### config.mk
export PLATFORM = sky130hd
export DESIGN_NAME = pwm_driver
export DESIGN_NICKNAME = d
export VERILOG_FILES = /design/src/rtl/pwm_driver.sv
export SDC_FILE = /design/constraint.sdc
export NUM_CORES = 1
export LEC_CHECK = 0
export CORE_MARGIN = 8
export CORE_UTILIZATION = 60
export DETAILED_ROUTE_END_ITERATION = 12
export MAX_ROUTING_LAYER = met4
export PLACE_DENSITY = 0.8
export SETUP_SLACK_MARGIN = 0.2
export SYNTH_ARGS = -nofsm -noshare
export SYNTH_HDL_FRONTEND = slang
export SYNTH_SLANG_ARGS = --single-unit
### constraint.sdc
create_clock -name clk -period 8.61 [get_ports clk]
set_input_delay 2.583 -clock clk [delete_from_list [all_inputs] [get_ports clk]]
set_output_delay 2.583 -clock clk [all_outputs]
set_load 0.02 [all_outputs]
### src/rtl/pwm_driver.sv
// pwm_driver: per-axis motor PWM generator.
// Takes the 16-bit command word {reserved, dir, duty[13:0]} from the SPI slave
// and brings it into the clk domain, waiting until the word has held steady.
// Produces a fixed-frequency PWM plus H-bridge direction lines.
// Every direction reversal forces a dead interval with the bridge fully off.
// New duty and direction values are applied only at period boundaries.
module pwm_driver #(
  parameter int PWM_DATA_WIDTH = 16,
  parameter int PERIOD         = 10000,
  parameter int DEAD_TIME      = 100,
  parameter int CNT_WIDTH      = 14
) (
  input  logic                      clk,
  input  logic                      rst,
  input  logic [PWM_DATA_WIDTH-1:0] PWM_DATA,
  output logic                      PWM_OUT,
  output logic                      DIR_A,
  output logic                      DIR_B,
  output logic                      PERIOD_START
);

  // Dead counter only has to reach DEAD_TIME-1.
  localparam int DEAD_W = (DEAD_TIME > 1) ? $clog2(DEAD_TIME) : 1;

  localparam logic [CNT_WIDTH-1:0] LAST_CNT  = CNT_WIDTH'(PERIOD - 1);
  localparam logic [CNT_WIDTH-1:0] CNT_ONE   = CNT_WIDTH'(1);
  localparam logic [DEAD_W-1:0]    DEAD_LAST = DEAD_W'(DEAD_TIME - 1);
  localparam logic [DEAD_W-1:0]    DEAD_ONE  = DEAD_W'(1);

  typedef enum logic {
    ST_DEAD = 1'b0,
    ST_RUN  = 1'b1
  } state_t;

  // Input resynchronisation and stability filtering
  logic [PWM_DATA_WIDTH-1:0] sync1_reg;
  logic [PWM_DATA_WIDTH-1:0] sync2_reg;
  logic [PWM_DATA_WIDTH-1:0] sync3_reg;
  logic [PWM_DATA_WIDTH-1:0] pending_word_reg;

  // Period generator state
  state_t                state_reg;
  logic [DEAD_W-1:0]     dead_cnt_reg;
  logic [CNT_WIDTH-1:0]  cnt_reg;
  logic [CNT_WIDTH-1:0]  cnt_next;
  logic                  active_dir_reg;
  logic [CNT_WIDTH-1:0]  active_duty_reg;
  logic                  pwm_out_reg;
  logic                  dir_a_reg;
  logic                  dir_b_reg;
  logic                  period_start_reg;

  logic                  pend_dir;
  logic [CNT_WIDTH-1:0]  pend_duty;
  logic                  unused_reserved;

  assign pend_dir        = pending_word_reg[CNT_WIDTH];
  assign pend_duty       = pending_word_reg[CNT_WIDTH-1:0];
  // The reserved upper bit(s) are carried through the synchroniser but never used.
  assign unused_reserved = ^pending_word_reg[PWM_DATA_WIDTH-1:CNT_WIDTH+1];
  assign cnt_next        = cnt_reg + CNT_ONE;

  // Two-flop synchroniser plus a stability stage.
  // pending only takes a word that matched on two consecutive cycles.
  // This way a word caught mid-write by the SPI side is never used.
  always_ff @(posedge clk or posedge rst) begin
    if (rst) begin
      sync1_reg        <= '0;
      sync2_reg        <= '0;
      sync3_reg        <= '0;
      pending_word_reg <= '0;
    end else begin
      sync1_reg <= PWM_DATA;
      sync2_reg <= sync1_reg;
      sync3_reg <= sync2_reg;
      if (sync2_reg == sync3_reg) begin
        pending_word_reg <= sync2_reg;
      end
    end
  end

  // DEAD/RUN sequencer. Outputs are registered from the values the counter takes
  // on the same edge, so PWM_OUT/PERIOD_START stay aligned with the counter value.
  always_ff @(posedge clk or posedge rst) begin
    if (rst) begin
      state_reg        <= ST_DEAD;
      dead_cnt_reg     <= '0;
      cnt_reg          <= '0;
      active_dir_reg   <= 1'b0;
      active_duty_reg  <= '0;
      pwm_out_reg      <= 1'b0;
      dir_a_reg        <= 1'b0;
      dir_b_reg        <= 1'b0;
      period_start_reg <= 1'b0;
    end else begin
      case (state_reg)
        ST_DEAD: begin
          cnt_reg <= '0;
          if (dead_cnt_reg == DEAD_LAST) begin
            // Leave DEAD. Use whatever command is pending on this exact cycle.
            dead_cnt_reg     <= '0;
            state_reg        <= ST_RUN;
            active_dir_reg   <= pend_dir;
            active_duty_reg  <= pend_duty;
            period_start_reg <= 1'b1;
            pwm_out_reg      <= (pend_duty != '0);
            dir_a_reg        <= ~pend_dir;
            dir_b_reg        <= pend_dir;
          end else begin
            dead_cnt_reg     <= dead_cnt_reg + DEAD_ONE;
            period_start_reg <= 1'b0;
            pwm_out_reg      <= 1'b0;
            dir_a_reg        <= 1'b0;
            dir_b_reg        <= 1'b0;
          end
        end

        ST_RUN: begin
          if (cnt_reg == LAST_CNT) begin
            cnt_reg <= '0;
            if (pend_dir == active_dir_reg) begin
              // Same direction: take the new duty for the next period.
              active_duty_reg  <= pend_duty;
              period_start_reg <= 1'b1;
              pwm_out_reg      <= (pend_duty != '0);
            end else begin
              // Reversal: switch the bridge fully off before driving the other leg.
              state_reg        <= ST_DEAD;
              dead_cnt_reg     <= '0;
              period_start_reg <= 1'b0;
              pwm_out_reg      <= 1'b0;
              dir_a_reg        <= 1'b0;
              dir_b_reg        <= 1'b0;
            end
          end else begin
            cnt_reg          <= cnt_next;
            period_start_reg <= 1'b0;
            pwm_out_reg      <= (cnt_next < active_duty_reg);
          end
        end

        default: begin
          state_reg        <= ST_DEAD;
          dead_cnt_reg     <= '0;
          cnt_reg          <= '0;
          period_start_reg <= 1'b0;
          pwm_out_reg      <= 1'b0;
          dir_a_reg        <= 1'b0;
          dir_b_reg        <= 1'b0;
        end
      endcase
    end
  end

  assign PWM_OUT      = pwm_out_reg;
  assign DIR_A        = dir_a_reg;
  assign DIR_B        = dir_b_reg;
  assign PERIOD_START = period_start_reg;

endmodule

==> metrics.md, run 1 <==
| Metric | Value |
|---|---|
| DP HPWL | approximately 4.7 mm |
| WL final | between 6 and 7 mm |
| Initial core utilization | 61.8% |
| DIE AREA | 9890 um2 |
| Final Hold Viols | 0 |
| Async S/R FF share, synth | between 90% and 100% |
| GP Congestion | 0.789 |
| Worst Path Max Fanout | 2 |
| Most frequent cells in the layout | dfrtp_1 (104), mux2_2 (24), xor2_1 (21), clkdlybuf4s50_1 (21), inv_1 (18) |
| Post-synthesis xor/xnor area fraction | ~6.3% |
| Postcts setup bufs | 0 |
| Status | finished, final reports clean |
| Crit. path cell count | 1 |
| Post-synth EDFFs | 0 |
| Hold path cells | 0 |
| Cell area after synthesis | about 4200 um2 |
| Seq cells post-synth | 104 |
| Crit path buf inv count | 1 |
| Via count | 2,283 |
| Die X | 99.4 um |
| Cell row count | 30 |
| Placed cells | 403 |
| Clock Pin Slew Worst Setup and Hold Paths | approximately 100 ps |
| Final Power | 802 uW |
| Critical Path RT | between 6000 and 7000 ps |
| Gate count after technology mapping | ~300 |
| Fin. max-slew vios | 0 |
| Min Hold Slack | 353 ps |
| Final Cycle Share | a little under half |
| Ant diodes | 0 |
| Arrival @ worst endpoint | 1350 ps |
| Post-Layout Cell Count | 419 |
| CTS tree | built |
| First-pass GRT wire length | 11.5 mm |
| Critical Path, Cell by Cell | clkdlybuf4s50_1 |
| GRT Overall Usage | 15.2% |
| Critical path origin | DIR_A |
| Yosys warnings | 0 |
| Area share of the largest cell type after synthesis | a little over 60% |
| DRT antenna net count | 0 |
| Sequential-to-total area share from yosys stat | 62.3% |
| Most common cell after layout, fill and taps aside | dfrtp_1 |
| Slowest stage cell, crit path | clkdlybuf4s50_1 |
| Chip height | 99.4 um |
| Post-CTS Hold Fix Bufs | 0 |
| 1st-iter DRT viols | roughly 150 |
| Dominant cell type by area after synthesis | dfrtp_1 |
| Max_cap viols | 0 |
| Vias in the first global route | 2,425 |
| Grt ovf | 0 |
| Num CTS Buffers | 9 |
| RSZ-0062 raised after global routing | no |
| P&R area growth vs syn | 11.6% |
| Final Setup Violations | 0 |
| Root Driver | clkbuf_8 |
| Post-synthesis mux area share | a little under a tenth |
| Final routed DRC violation total | 0 |
| Synth Area in Simple Gates | under 10% |
| Pwr Density | 172 nW/um2 |
| Crit. End Element | output port |
| Reg2reg start | cnt_reg[0] |
| Clk buf depth | 2 |
| Setup Skew | roughly 7.8 ps |
| Largest family of logic cells by synthesized area | simple AND/OR/NAND/NOR gates |
| Max Fclk | around 0.25 GHz |
| CP top delay family | buffers and inverters |
| Main flop type after synthesis | dfrtp_1 |
| Compound-Gate Fraction of Synth Area | between 5 and 6% |
| # IOs | 22 |
| Net count, final | around 370 |
| Core ar. | 6760 um2 |
| CP startpoint kind | flop |
| TNS Setup | 0 ps |
| Average cell area after synthesis | 13.7 um2 |
| Worst hold start | sync1_reg[6] |
| Syn Nets | 337 |
| P_leak | 0.00212 uW |
| Initial antenna violation count | 0 |
| Later-pin clock latency in the skew report | 370 ps |
| First-pass iteration count of the detailed router | 4 |
| Worst path max stage delay | 610 ps |
| Yosys cell types | 38 |
| Routed WL per cell | 15.8 um |
| Post-CTS Resized | 0 |
| Max VDD drop | 0.157 mV |
| Finished Core Util | 69.0% |
| Layout cells sized above 1 | approximately 16% |
| Reg2Reg Depth | 9 |
| Slew headroom | between 40% and 50% |
| Critical path type | reg -> out |
| Post-Synth Adder-Cell Area | 4.49% |
| Fin crit period | 3940 ps |
| Largest net degree at the start of global routing | 73 |
| Via density per instance | approximately 5.4 |
| Slew @ Worst Pin | 825 ps |
| HP Class | reg -> reg |
| Synth area leaders | dfrtp_1 (62%), mux2_2 (6.5%), ha_1 (4.5%), xor2_1 (4.4%), mux2_4 (2.9%) |
| IO buf count | 21 |
| Max H-tree Level | 3 |
| Clock sinks | 104 |
stage by stage:
step,setup slack [ps],area [um2]
CTS,4660,4660
finish,4670,4660
global placement,4440,4480
floorplan,3290,4180
global route,4620,4660
detailed placement,4410,4480
final cells by class:
cell class	instances	area [um2]
multi-input combinational	177	1480
tap	80	100
clock buffer	9	124
timing repair buffer	23	225
fill	470	2100
clock inverter	7	55.1
sequential	104	2600
inverter	19	73.8
final timing paths:
path | endpoint | slack [ps]
worst max-delay path | DIR_A | 4670
worst min-delay path | sync2_reg[6] | 350
worst max register to register | PWM_OUT | 5700
worst min register to register | sync2_reg[6] | 350
max in group asynchronous | sync1_reg[5] | 4900
min in group asynchronous | active_dir_reg | 2550
metal layers:
metal	wire length [um]	part of all wire (%)	up-vias	global-route usage, %
met5	0	0	-	-
met4	110	1.7	0	6.64
li1	-	-	1126	-
met2	3230	49	32	24.5
met3	151	2.3	9	3.14
met1	3120	47	1116	18.3
synthesized netlist by cell type (6+ instances only):
cell type	n
xnor2_1	9
nor2b_1	13
mux2_2	24
ha_1	15
mux2_4	8
nand2_1	8
nor4_1	10
a21oi_1	6
nand3_1	13
inv_1	19
xor2_1	21
dfrtp_1	104
power by group:
group	leakage, uW	switching [uW]	internal [uW]	total, uW
Combinational	0.000708	12.3	10.6	22.9
Sequential	0.00133	6.34	499	506
Clock	0.0000862	166	107	273
logic make-up after synthesis:
group	after synthesis
buffers and inverters	23
and+or+nand+nor	69
xor gates and xnor gates	30
DFF	104
AOI/OAI and AO/OA	31
adders and majority gates	15
muxes	32
Note: power is estimated with default switching activity, not from simulation.
==> inputs of run 2 (changes only) <==
CORE_UTILIZATION = 59   (was 60)
PLACE_DENSITY = 0.79   (was 0.8)
clock period = 4.05 ns   (was 8.61 ns; I/O delays follow)
==> metrics.md, run 2 (same netlist as run 1, synthesis figures left out) <==
| Metric | Value |
|---|---|
| Chip height | 100 um (was 99.4 um) |
| Postcts setup bufs | 0 (unchanged) |
| Arrival @ worst endpoint | 3100 ps (was 1350 ps) |
| Final Hold Viols | 0 (unchanged) |
| Most common cell after layout, fill and taps aside | dfrtp_1 (unchanged) |
| Clk buf depth | 2 (unchanged) |
| WL final | 6.94 mm (was 6.61 mm) |
| Status | finished, final reports clean (unchanged) |
| Layout cells sized above 1 | 16.0% (was 16.2%) |
| Clock sinks | 104 (unchanged) |
| GP Congestion | 0.841 (was 0.789) |
| P_leak | 0.00213 uW (was 0.00212 uW) |
| Final Cycle Share | 69.5% |
| Max VDD drop | 0.297 mV (was 0.157 mV) |
| Critical path type | reg -> reg (was reg -> out) |
| Finished Core Util | 69.0% (about the same) |
| Net count, final | 367 (unchanged) |
| Initial antenna violation count | 0 (unchanged) |
| Most frequent cells in the layout | dfrtp_1 (104), mux2_2 (24), xor2_1 (21), clkdlybuf4s50_1 (21), inv_1 (18) (unchanged) |
| Initial core utilization | 61.1% (was 61.8%) |
| IO buf count | 21 (unchanged) |
| Via count | 2,374 (was 2,283) |
| RSZ-0062 raised after global routing | no (unchanged) |
| Grt ovf | 0 (unchanged) |
| Max H-tree Level | 3 (unchanged) |
| Via density per instance | 5.47 (was 5.45) |
| GRT Overall Usage | 15.5% (was 15.2%) |
| Fin. max-slew vios | 0 (unchanged) |
| Fin crit period | about 2800 ps |
| Routed WL per cell | 16.0 um (was 15.8 um) |
| Clock Pin Slew Worst Setup and Hold Paths | 100 ps (about the same) |
| Ant diodes | 0 (unchanged) |
| Final routed DRC violation total | 0 (unchanged) |
| P&R area growth vs syn | 12.8% (was 11.6%) |
| Die X | 100 um (was 99.4 um) |
| Pwr Density | 378 nW/um2 (was 172 nW/um2) |
| First-pass iteration count of the detailed router | 4 (unchanged) |
| Max Fclk | 0.355 GHz |
| Critical Path, Cell by Cell | ha_1 > inv_1 > or3_1 > or3_1 > xnor2_1 > ha_1 > a211oi_1 > nor2_1 > a2111o_1 > o2bb2ai_1 (was clkdlybuf4s50_1) |
| Root Driver | clkbuf_8 (unchanged) |
| Crit path buf inv count | 1 (unchanged) |
| Largest net degree at the start of global routing | 105 (was 73) |
| Num CTS Buffers | 9 (unchanged) |
| CP startpoint kind | flop (unchanged) |
| Final Setup Violations | 0 (unchanged) |
| DRT antenna net count | 0 (unchanged) |
| Critical Path RT | 4340 ps (was 6030 ps) |
| Max_cap viols | 0 (unchanged) |
| CTS tree | built (unchanged) |
| Later-pin clock latency in the skew report | 360 ps (was 370 ps) |
| Slew @ Worst Pin | 771 ps (was 825 ps) |
| CP top delay family | simple AND/OR/NAND/NOR gates (was buffers and inverters) |
| Post-CTS Hold Fix Bufs | 0 (unchanged) |
| 1st-iter DRT viols | 108 (was 149) |
| Cell row count | 30 (unchanged) |
| Slew headroom | 48.5% (was 45.0%) |
| HP Class | reg -> reg (unchanged) |
| First-pass GRT wire length | 11.8 mm (was 11.5 mm) |
| DIE AREA | 10,000 um2 (was 9890 um2) |
| # IOs | 22 (unchanged) |
| DP HPWL | 4.94 mm (was 4.70 mm) |
| Vias in the first global route | 2,479 (was 2,425) |
| Fillers | 489 (was 470) |
| Core ar. | 6830 um2 (was 6760 um2) |
| Setup Skew | 12.2 ps (was 7.78 ps) |
| Worst path max stage delay | 430 ps (was 610 ps) |
| Slowest stage cell, crit path | dfrtp_1 (was clkdlybuf4s50_1) |
| Worst Path Max Fanout | 6 (was 2) |
| Crit. End Element | flop (was output port) |
| Post-CTS Resized | 0 (unchanged) |
| TNS Setup | 0 ps (unchanged) |
==> run 2: final timing paths <==
kind                       slack (ps)                  to         start  cells after the start
min reg2reg                       350        sync2_reg[8]  sync1_reg[8]                      0
min in group asynchronous        1330          cnt_reg[7]           rst                      3
max                              1230             PWM_OUT    cnt_reg[0]                     10
min                               350        sync2_reg[8]  sync1_reg[8]                      0
max in group asynchronous        2300  active_duty_reg[0]           rst                      3
max reg2reg                      1230             PWM_OUT    cnt_reg[0]                     10
==> run 2: report_power, final <==
part | internal, uW | switching [uW]
Combinational | 23.9 | 26.7
Sequential | 1060 | 14.1
Clock | 291 | 362
==> run 2: layout make-up <==
type | instances | area, um2 | share of cell area (%)
timing repair buffer | 23 | 238 | 5.05
multi-input combinational | 177 | 1480 | 31.4
tap | 96 | 120 | 2.55
inverter | 19 | 75.1 | 1.59
clock buffer | 9 | 124 | 2.63
clock inverter | 6 | 73.8 | 1.57
sequential | 104 | 2600 | 55.2
==> run 2: per-stage QoR <==
| stage | total power [uW] | setup WS, ps | hold slack, ps | cell area, um2 | instances |
|---|---|---|---|---|---|
| after floorplan | 1120 | 1470 | 331 | 4180 | 304 |
| after global placement | 1150 | 1380 | 332 | 4510 | 419 |
| after detailed placement | 1150 | 1320 | 335 | 4510 | 419 |
| after CTS | 1790 | 1250 | 357 | 4710 | 434 |
| after global routing | 1840 | 993 | 361 | 4710 | 434 |
| final | 1780 | 1230 | 353 | 4710 | 434 |
==> run 2: routing by layer <==
| metal | global-route usage (%) | share of wire (%) | wire length (um) |
|---|---|---|---|
| met1 | 17.6 | 45 | 3100 |
| met2 | 26.0 | 51 | 3530 |
| met3 | 4.08 | 3.2 | 220 |
| met4 | 5.00 | 1.3 | 91 |
| met5 | - | 0 | 0 |
